$ cat src/rtl/seg7_scan_driver_if.sv
// Host-side bundle of the 7-segment scan driver: load/busy handshake,
// live display controls and the board-facing anode/segment pins.
interface seg7_scan_driver_if #(
  parameter int DIGITS = 8,
  parameter int DATA_W = 32
);
  logic              load;
  logic [DATA_W-1:0] value;
  logic              dec_mode;
  logic              blank_en;
  logic [DIGITS-1:0] dp_mask;
  logic              busy;
  logic              overflow;
  logic [DIGITS-1:0] an;
  logic [0:7]        seg;

  modport master (
    output load, value, dec_mode, blank_en, dp_mask,
    input  busy, overflow, an, seg
  );

  modport slave (
    input  load, value, dec_mode, blank_en, dp_mask,
    output busy, overflow, an, seg
  );
endinterface

$ cat src/rtl/seg7_scan_driver.sv
// Multiplexed common-anode 7-segment driver: hex or decimal display of a
// loaded value, with sequential double-dabble conversion, leading-zero
// blanking, per-digit decimal points and overflow dashes.
module seg7_scan_driver #(
  parameter int DIGITS  = 8,
  parameter int DATA_W  = 32,
  parameter int CLK_DIV = 100000
) (
  input  logic              clk,
  input  logic              rst_n,
  seg7_scan_driver_if.slave bus
);

  // One spare BCD digit above the displayed ones catches 10^DIGITS overflow.
  localparam int BCD_W  = 4 * DIGITS + 4;
  localparam int CNT_W  = $clog2(DATA_W + 1);
  localparam int IDX_W  = (DIGITS > 1) ? $clog2(DIGITS) : 1;
  localparam int TICK_W = $clog2(CLK_DIV);

  typedef enum logic [1:0] {IDLE, SHIFT, DONE} state_t;

  state_t              state;
  state_t              state_next;
  logic                busy;
  logic                accept;
  logic                last_shift;

  logic [DATA_W-1:0]   bin;
  logic [BCD_W-1:0]    bcd;
  logic [BCD_W-1:0]    bcd_adj;
  logic [CNT_W-1:0]    shift_cnt;
  logic                lost;
  logic                overflow;
  logic [3:0]          disp [DIGITS];
  logic [4*DIGITS-1:0] hex_wide;

  logic [TICK_W-1:0]   tick;
  logic [IDX_W-1:0]    idx;
  logic [DIGITS-1:0]   leading;
  logic [DIGITS-1:0]   an_next;
  logic [DIGITS-1:0]   an_q;
  logic [0:6]          glyph_next;
  logic [0:7]          seg_next;
  logic [0:7]          seg_q;

  function automatic logic [0:6] glyph(input logic [3:0] d);
    case (d)
      4'h0: glyph = 7'b0000001;
      4'h1: glyph = 7'b1001111;
      4'h2: glyph = 7'b0010010;
      4'h3: glyph = 7'b0000110;
      4'h4: glyph = 7'b1001100;
      4'h5: glyph = 7'b0100100;
      4'h6: glyph = 7'b0100000;
      4'h7: glyph = 7'b0001111;
      4'h8: glyph = 7'b0000000;
      4'h9: glyph = 7'b0000100;
      4'hA: glyph = 7'b0001000;
      4'hB: glyph = 7'b1100000;
      4'hC: glyph = 7'b0110001;
      4'hD: glyph = 7'b1000010;
      4'hE: glyph = 7'b0110000;
      default: glyph = 7'b0111000;
    endcase
  endfunction

  assign accept     = (state == IDLE) && bus.load;
  assign last_shift = (shift_cnt == CNT_W'(DATA_W - 1));
  assign hex_wide   = (4 * DIGITS)'(bus.value);

  // Conversion FSM state register.
  always_ff @(posedge clk or negedge rst_n) begin
    if (!rst_n) state <= IDLE;
    else        state <= state_next;
  end

  // Only a decimal accept leaves IDLE; hex loads complete in place.
  always_comb begin
    state_next = state;
    case (state)
      IDLE:    if (accept && bus.dec_mode) state_next = SHIFT;
      SHIFT:   if (last_shift) state_next = DONE;
      DONE:    state_next = IDLE;
      default: state_next = IDLE;
    endcase
  end

  // Busy covers the whole conversion, so loads during it are dropped.
  always_comb begin
    busy = (state != IDLE);
  end

  // Double-dabble correction: every BCD nibble of 5 or more gets +3 before the shift.
  always_comb begin
    bcd_adj = bcd;
    for (int i = 0; i <= DIGITS; i++) begin
      if (bcd[4*i +: 4] >= 4'd5) bcd_adj[4*i +: 4] = bcd[4*i +: 4] + 4'd3;
    end
  end

  // Capture, shift and commit; the visible digits only change at hex accept or DONE.
  always_ff @(posedge clk or negedge rst_n) begin
    if (!rst_n) begin
      bin       <= '0;
      bcd       <= '0;
      shift_cnt <= '0;
      lost      <= 1'b0;
      overflow  <= 1'b0;
      for (int i = 0; i < DIGITS; i++) disp[i] <= 4'd0;
    end else begin
      case (state)
        IDLE: begin
          if (accept) begin
            if (bus.dec_mode) begin
              bin       <= bus.value;
              bcd       <= '0;
              shift_cnt <= '0;
              lost      <= 1'b0;
            end else begin
              overflow <= 1'b0;
              for (int i = 0; i < DIGITS; i++) disp[i] <= hex_wide[4*i +: 4];
            end
          end
        end
        SHIFT: begin
          bcd       <= {bcd_adj[BCD_W-2:0], bin[DATA_W-1]};
          bin       <= bin << 1;
          shift_cnt <= shift_cnt + CNT_W'(1);
          if (bcd_adj[BCD_W-1]) lost <= 1'b1;
        end
        DONE: begin
          overflow <= lost || (bcd[BCD_W-1 -: 4] != 4'd0);
          for (int i = 0; i < DIGITS; i++) disp[i] <= bcd[4*i +: 4];
        end
        default: ;
      endcase
    end
  end

  // Scan timing: each digit stays selected for CLK_DIV cycles.
  always_ff @(posedge clk or negedge rst_n) begin
    if (!rst_n) begin
      tick <= '0;
      idx  <= '0;
    end else if (tick == TICK_W'(CLK_DIV - 1)) begin
      tick <= '0;
      idx  <= (idx == IDX_W'(DIGITS - 1)) ? '0 : idx + IDX_W'(1);
    end else begin
      tick <= tick + TICK_W'(1);
    end
  end

  // leading[i] is set when digit i and every digit above it are zero.
  always_comb begin
    logic run;
    run     = 1'b1;
    leading = '0;
    for (int i = DIGITS - 1; i >= 0; i--) begin
      run        = run && (disp[i] == 4'd0);
      leading[i] = run;
    end
  end

  // Pin values for the currently selected digit; dp ignores blanking and overflow.
  always_comb begin
    an_next = '1;
    for (int i = 0; i < DIGITS; i++) begin
      if (idx == IDX_W'(i)) an_next[i] = 1'b0;
    end
    if (overflow)                                     glyph_next = 7'b1111110;
    else if (bus.blank_en && idx != '0 && leading[idx]) glyph_next = 7'b1111111;
    else                                              glyph_next = glyph(disp[idx]);
    seg_next = {glyph_next, ~bus.dp_mask[idx]};
  end

  // Registered pins keep the display glitch-free; dark until the first clock after reset.
  always_ff @(posedge clk or negedge rst_n) begin
    if (!rst_n) begin
      an_q  <= '1;
      seg_q <= '1;
    end else begin
      an_q  <= an_next;
      seg_q <= seg_next;
    end
  end

  assign bus.busy     = busy;
  assign bus.overflow = overflow;
  assign bus.an       = an_q;
  assign bus.seg      = seg_q;

endmodule

$ cat src/flat_wrapper.sv
// flat-port wrapper written by rule: the top's interface ports become plain ports
module seg7_scan_driver_flat 
#(
  parameter int DIGITS  = 8,
  parameter int DATA_W  = 32,
  parameter int CLK_DIV = 100000
)
  (clk, rst_n, bus_load, bus_value, bus_dec_mode, bus_blank_en, bus_dp_mask, bus_busy, bus_overflow, bus_an, bus_seg);
  seg7_scan_driver_if #(.DIGITS(DIGITS), .DATA_W(DATA_W)) bus_i ();
  input  logic clk;
  input  logic rst_n;
  input wire logic [$bits(bus_i.load)-1:0] bus_load;
  input wire logic [$bits(bus_i.value)-1:0] bus_value;
  input wire logic [$bits(bus_i.dec_mode)-1:0] bus_dec_mode;
  input wire logic [$bits(bus_i.blank_en)-1:0] bus_blank_en;
  input wire logic [$bits(bus_i.dp_mask)-1:0] bus_dp_mask;
  output wire logic [$bits(bus_i.busy)-1:0] bus_busy;
  output wire logic [$bits(bus_i.overflow)-1:0] bus_overflow;
  output wire logic [$bits(bus_i.an)-1:0] bus_an;
  output wire logic [$bits(bus_i.seg)-1:0] bus_seg;
  assign bus_i.load = bus_load;
  assign bus_i.value = bus_value;
  assign bus_i.dec_mode = bus_dec_mode;
  assign bus_i.blank_en = bus_blank_en;
  assign bus_i.dp_mask = bus_dp_mask;
  assign bus_busy = bus_i.busy;
  assign bus_overflow = bus_i.overflow;
  assign bus_an = bus_i.an;
  assign bus_seg = bus_i.seg;
  seg7_scan_driver #(.DIGITS(DIGITS), .DATA_W(DATA_W), .CLK_DIV(CLK_DIV)) u_core (.clk(clk), .rst_n(rst_n), .bus(bus_i));
endmodule
$ cat config.mk
export PLATFORM = sky130hd
export DESIGN_NAME = seg7_scan_driver_flat
export DESIGN_NICKNAME = d
export VERILOG_FILES = /design/src/rtl/seg7_scan_driver_if.sv /design/src/rtl/seg7_scan_driver.sv /design/src/flat_wrapper.sv
export SDC_FILE = /design/constraint.sdc
export NUM_CORES = 1
export LEC_CHECK = 0
export CAP_MARGIN = 10
export CORE_UTILIZATION = 50
export DETAILED_ROUTE_END_ITERATION = 6
export GPL_TIMING_DRIVEN = 0
export HOLD_SLACK_MARGIN = 0.1
export PLACE_DENSITY = 0.7
export SYNTH_ARGS = -nofsm -noshare
export SYNTH_HDL_FRONTEND = slang
export SYNTH_SLANG_ARGS = --single-unit
$ cat constraint.sdc
create_clock -name clk -period 6 [get_ports clk]
set_input_delay 1.5 -clock clk [delete_from_list [all_inputs] [get_ports clk]]
set_output_delay 1.5 -clock clk [all_outputs]
set_load 0.05 [all_outputs]
# Yosys cells after proc, flatten, opt, wreduce, memory -nomap -nowiden
# Memory sizes are Yosys's and may differ from the RTL's.
# Cells that the tools add are included.
[totals]
regBits = 146
mem_bits_ro = 112
out_inout_bits = 18
word_cells = 142
memories = 1
[op_classes]
n_addsub = 12
order_cmp = 11
n_eq_ne = 17
mux = 50
n_bitwise = 2
n_reduce_logical = 31
[mem_list]
columns = ["memory", "words", "width", "rd", "rd_ports_with_merged_regs", "write_ports", "line", "text"]
rows = [
  ["(name not given)", 16, 7, 1, 0, 0, "seg7_scan_driver.sv:47", "case (d)"],
]
[op_table]
columns = ["cell", "n"]
rows = [
  ["32-bit two-way mux", 4],
  ["32-bit case mux with 2 select lines", 2],
  ["36-bit two-way mux", 2],
  ["36-bit case mux with 2 select lines", 1],
  ["4-bit two-way mux", 11],
  ["4-bit by 2-bit adder with 4-bit output (second input constant)", 9],
  ["4-bit by 3-bit greater-or-equal comparator with 1-bit output (second input constant)", 9],
  ["4-bit logical NOT", 8],
  ["17-bit by 1-bit adder with 17-bit output (second input constant)", 1],
  ["17-bit equality test (second input constant)", 1],
  ["17-bit two-way mux", 1],
  ["1-bit two-way mux", 15],
  ["7-bit two-way mux", 2],
  ["4-bit binary-select mux with 3-bit select", 1],
  ["3-bit equality test (second input constant)", 4],
  ["6-bit two-way mux", 2],
  ["6-bit case mux with 2 select lines", 1],
  ["1-bit logical AND", 11],
  ["6-bit by 1-bit adder with 6-bit output (second input constant)", 1],
  ["1-bit binary-select mux with 3-bit select", 2],
  ["3-bit by 2-bit equality test with 1-bit output (second input constant)", 2],
  ["6-bit by 5-bit equality test with 1-bit output (second input constant)", 1],
  ["2-bit by 1-bit inequality test with 1-bit output (second input constant)", 3],
  ["2-bit inequality test (second input constant)", 3],
  ["other kinds (21)", 26],
]

# Depth between registers and ports, before layout
[logic_depth]
word_depth = 13
depth_mapped = 11

# Worst setup path before layout
# No wires, ideal clock.
[synth_path]
path_type = "input port to flip-flop"
startpoint = "input bus_dec_mode"
endpoint = "register u_core.bin[20]"
setup_ps = 141
arrival_time_ps = 2599
path_slack_ps = 3260
path_stages = 6
path_cell_list = "a21oi_1 > nor2_1 > clkbuf_1 > clkbuf_1 > buf_1 > a31oi_1"
[synth_via]
elab_chain_cells = 2
[synth_rtl]
columns = ["element", "line", "text"]
rows = [
  ["start, declared", "flat_wrapper.sv:14", "input wire logic [$bits(bus_i.dec_mode)-1:0] bus_dec_mode;"],
  ["2-bit inequality test (no line)", "--", ""],
  ["3-bit AND reduction (no line)", "--", ""],
  ["end signal, assigned", "seg7_scan_driver.sv:115", "bin <= bus.value;"],
  ["end signal, assigned", "seg7_scan_driver.sv:127", "bin <= bin << 1;"],
  ["end, declared", "seg7_scan_driver.sv:28", "logic [DATA_W-1:0] bin;"],
]
# No other way between the ends.
# A chain may end at the register's enable or synchronous reset.

# Worst setup path after layout
[layout_path]
startpoint = "input bus_dec_mode"
endpoint = "register u_core.bin[27]"
# The elaborated chain is that of the path after synthesis.

==> impl_results.md <==
- Area after DPL: 8350 um^2
- Crit path capture type: flip-flop
- I/O pin count: 63
- Post-Syn Nets: 834
- Dpl cells: 1,003
- Multi-input gate area: 3500 um^2
- Place WS: between 2 and 2.5 ns
- Relative slew margins: 0.555
- Setup ws final: 2.42 ns
- Initial Utilization: 0.514
- Worst-margin pin slew: 0.667 ns
- CTS tree: built
- Vias in the first global route: 6,004
- Max-slew violation count: 0
- Mapped Cells: 756
- Ys Warns: 0
- Clk network pwr share: 0.238
- Routed WL: 18,700 um
- Area Overhead vs Synth: 19.5%
- Internal: about 0.0027 W
- Comb pwr share: 0.370
- Largest net degree at the start of global routing: 100
- Power Total: about 0.0044 W
- Gp weighted congestion: about 0.89
- Die H: 124 um
- Post-synth top cells: dfrtp_1 (130), nand2_1 (128), nor2_1 (65), o21ai_0 (58), mux2i_1 (41)
- Hold_buf cts: 0
- Initial antenna violation count: 0
- DRC Markers: 0
- Fraction of layout cells with a size suffix above 1: 0.0859
- Most frequent cell after synthesis: dfrtp_1
- Chip width: 124 um
- Worst skew pair latency: 0.42 ns
- First-pass GRT wire length: 31,100 um
- Status: complete, no violations
- H-tree levels: 4
- R2R Path Start: u_core.idx[2]
- Filler-free cell count of the finished design: just over 1k
- WHS Path Cells: 2
- GRT Resource Usage Total: 0.254
- Post-synth ARST share: 1.00
- Reg2reg end: u_core.bus.seg[3]
- CP startpoint kind: input pin
- Vias per Instance: 5.78
- DIE AREA: 15,400 um^2
- Max_cap viols: 0
- Post-Route Setup TNS: 0 ns
- Critical path, cell by cell: clkdlybuf4s50_1 -> a21oi_1 -> nor2_1 -> clkbuf_1 -> clkbuf_1 -> buf_1 -> a31oi_1
- Min Tclk post-route: 3.58 ns
- Critical path arrival: ~3.9 ns
- Post-CTS Setup Bufs: 0
- Num CTS Buffers: 17
- Grt total ovfl: 0
- Min-Delay Path Class: reg2reg
- CORE AREA: ~15,000 um^2
- Post-CTS sizing: 0
- Psw: about 0.0017 W
- Final hold violations: 0
- Crit path required time: 6.26 ns
- Antenna cell count: 0
- Clock sinks: 146
- Clock Path Buffers: 2
- Top FF cell, synth: dfrtp_1
- Leakage power: 3.83 nW
- Register area: 3670 um^2
- Worst vdd ir: between 0.0002 and 0.0003 V
- Syn avg cell area: approximately 10 um^2
- Post-synth top area cell: dfrtp_1
- Crit path kind: in2reg
- WL/cell: around 18 um
- Hold path start: u_core.bin[31]
- Sw Ratio: 0.385
- Synth unique cells: 51
- Top cell type's share of synthesized area: 0.436
- Filler Cells Inserted: between 1k and 1.5k
- Worst reg2reg setup slack: 3.16 ns
- Final instance area: 8930 um^2
- Register bit total from synthesis: 146
- Final period util: 0.597
- CP max-delay cell: clkdlybuf4s50_1
- Synth top area cells: dfrtp_1 (44%), nand2_1 (6.4%), dfstp_2 (5.6%)
- Worst-path clk slew: 0.06 ns
- # rows: 44
- Root Buffer: clkbuf_16
- Flop pwr share: 0.392
- Worst Skew: 0.0104 ns
- Largest stage delay on the critical path: 0.51 ns
- Seq/Total Area, Yosys: 0.492
- Routed via count: 5,980
- CP max FO: 10
- Final setup fails: 0
- Min-Delay Endpoint: u_core.bcd[0]
- Post-synth EDFFs: 0
- Pre-Repair DR Iteration Count: 5
- DR iter-0 viols: 423
- Fmax: 279 MHz
- Syn Std Cell Area: 7470 um^2
- Cell mode on critical path: clkbuf_1
- DPL Wire Length: 13,500 um
- Nets: between 900 and 1k
- Cell Pwr Density: slightly below 500 nW/um^2
- Port bufs: 62
- DRT antenna net count: 0
- RSZ-0062 raised after global routing: no
- Depth of the most critical reg-to-reg path: 9
[cell families (layout without fill, tap and decap cells)]
kind of cell	count (synthesis)	after routing	share of synthesized area
and+or+nand+nor	251	251	0.147
AOI/OAI and AO/OA	167	167	0.139
DFF	146	146	0.492
buffers and inverters	71	165	0.0395
muxes	52	52	0.0856
xor gates and xnor gates	36	36	0.0422
adders and majority gates	33	33	0.0553
[how the worst max path moves through the flow]
stage,cells after the start,startpoint,slack [ns],to
after floorplan,6,bus_dec_mode,3.26,u_core.bin[20]
after global placement,1,rst_n,-2.24,u_core.shift_cnt[4]
after detailed placement,7,bus_dec_mode,2.03,u_core.bin[27]
after CTS,7,bus_dec_mode,2.45,u_core.bin[27]
after global routing,7,bus_dec_mode,2.26,u_core.bin[21]
final,7,bus_dec_mode,2.42,u_core.bin[27]
[layer usage]
layer	track usage	share of wire	wire length, um
met1	0.334	0.43	8120
met2	0.412	0.49	9200
met3	0.0539	0.051	958
met4	0.0978	0.023	427
met5	0	0	0
[placed cells by master (no fill, tap or decap), types with 27 or more instances in the layout]
| cell type | instances |
|---|---|
| a31oi_1 | 33 |
| clkbuf_1 | 30 |
| clkdlybuf4s50_1 | 61 |
| dfrtp_1 | 130 |
| ha_1 | 33 |
| inv_1 | 27 |
| mux2i_1 | 41 |
| nand2_1 | 128 |
| nor2_1 | 65 |
| o21ai_0 | 58 |
[power by group through the flow]
stage	registers [W]	logic, W	clock network, W
2_1_floorplan	0.00169	0.00112	0
5_1_grt	0.00176	0.00181	0.00110
6_report	0.00171	0.00162	0.00104
3_5_place_dp	0.00172	0.00160	0
3_3_place_gp	0.00170	0.00152	0
4_1_cts	0.00170	0.00162	0.00105
[sequential cells by signal (all words and copies together), names as in the netlist]
register             cells
u_core.state             2
u_core.lost              1
u_core.bin              32
u_core.bcd              36
u_core.bus.seg           8
u_core.idx               3
u_core.shift_cnt         6
u_core.tick             17
u_core.bus.an            8
u_core.disp             32
u_core.bus.overflow      1
[worst max-delay path: cells and delay by family]
family	cells	cell delay (ns)
buffers and inverters	4	1.94
AND/OR/NAND/NOR	1	0.14
AO/OA/AOI/OAI	2	0.25
[stage by stage]
| stage | hold slack [ns] | util |
|---|---|---|
| floorplan | 0.446 | - |
| global placement | 0.462 | 0.572 |
| CTS | 0.501 | 0.614 |
| global route | 0.514 | 0.614 |
| detailed placement | 0.490 | 0.574 |
| finish | 0.496 | 0.614 |
[final cells by class]
type	count	area share
Multi-Input combinational cell	539	0.392
Buffer	42	0.0209
Inverter	29	0.0122
Tap cell	184	0.0258
Clock buffer	21	0.0527
Timing Repair Buffer	63	0.0727
Clock inverter	10	0.0122
Sequential cell	146	0.411
Power figures use the tool's default switching activity.
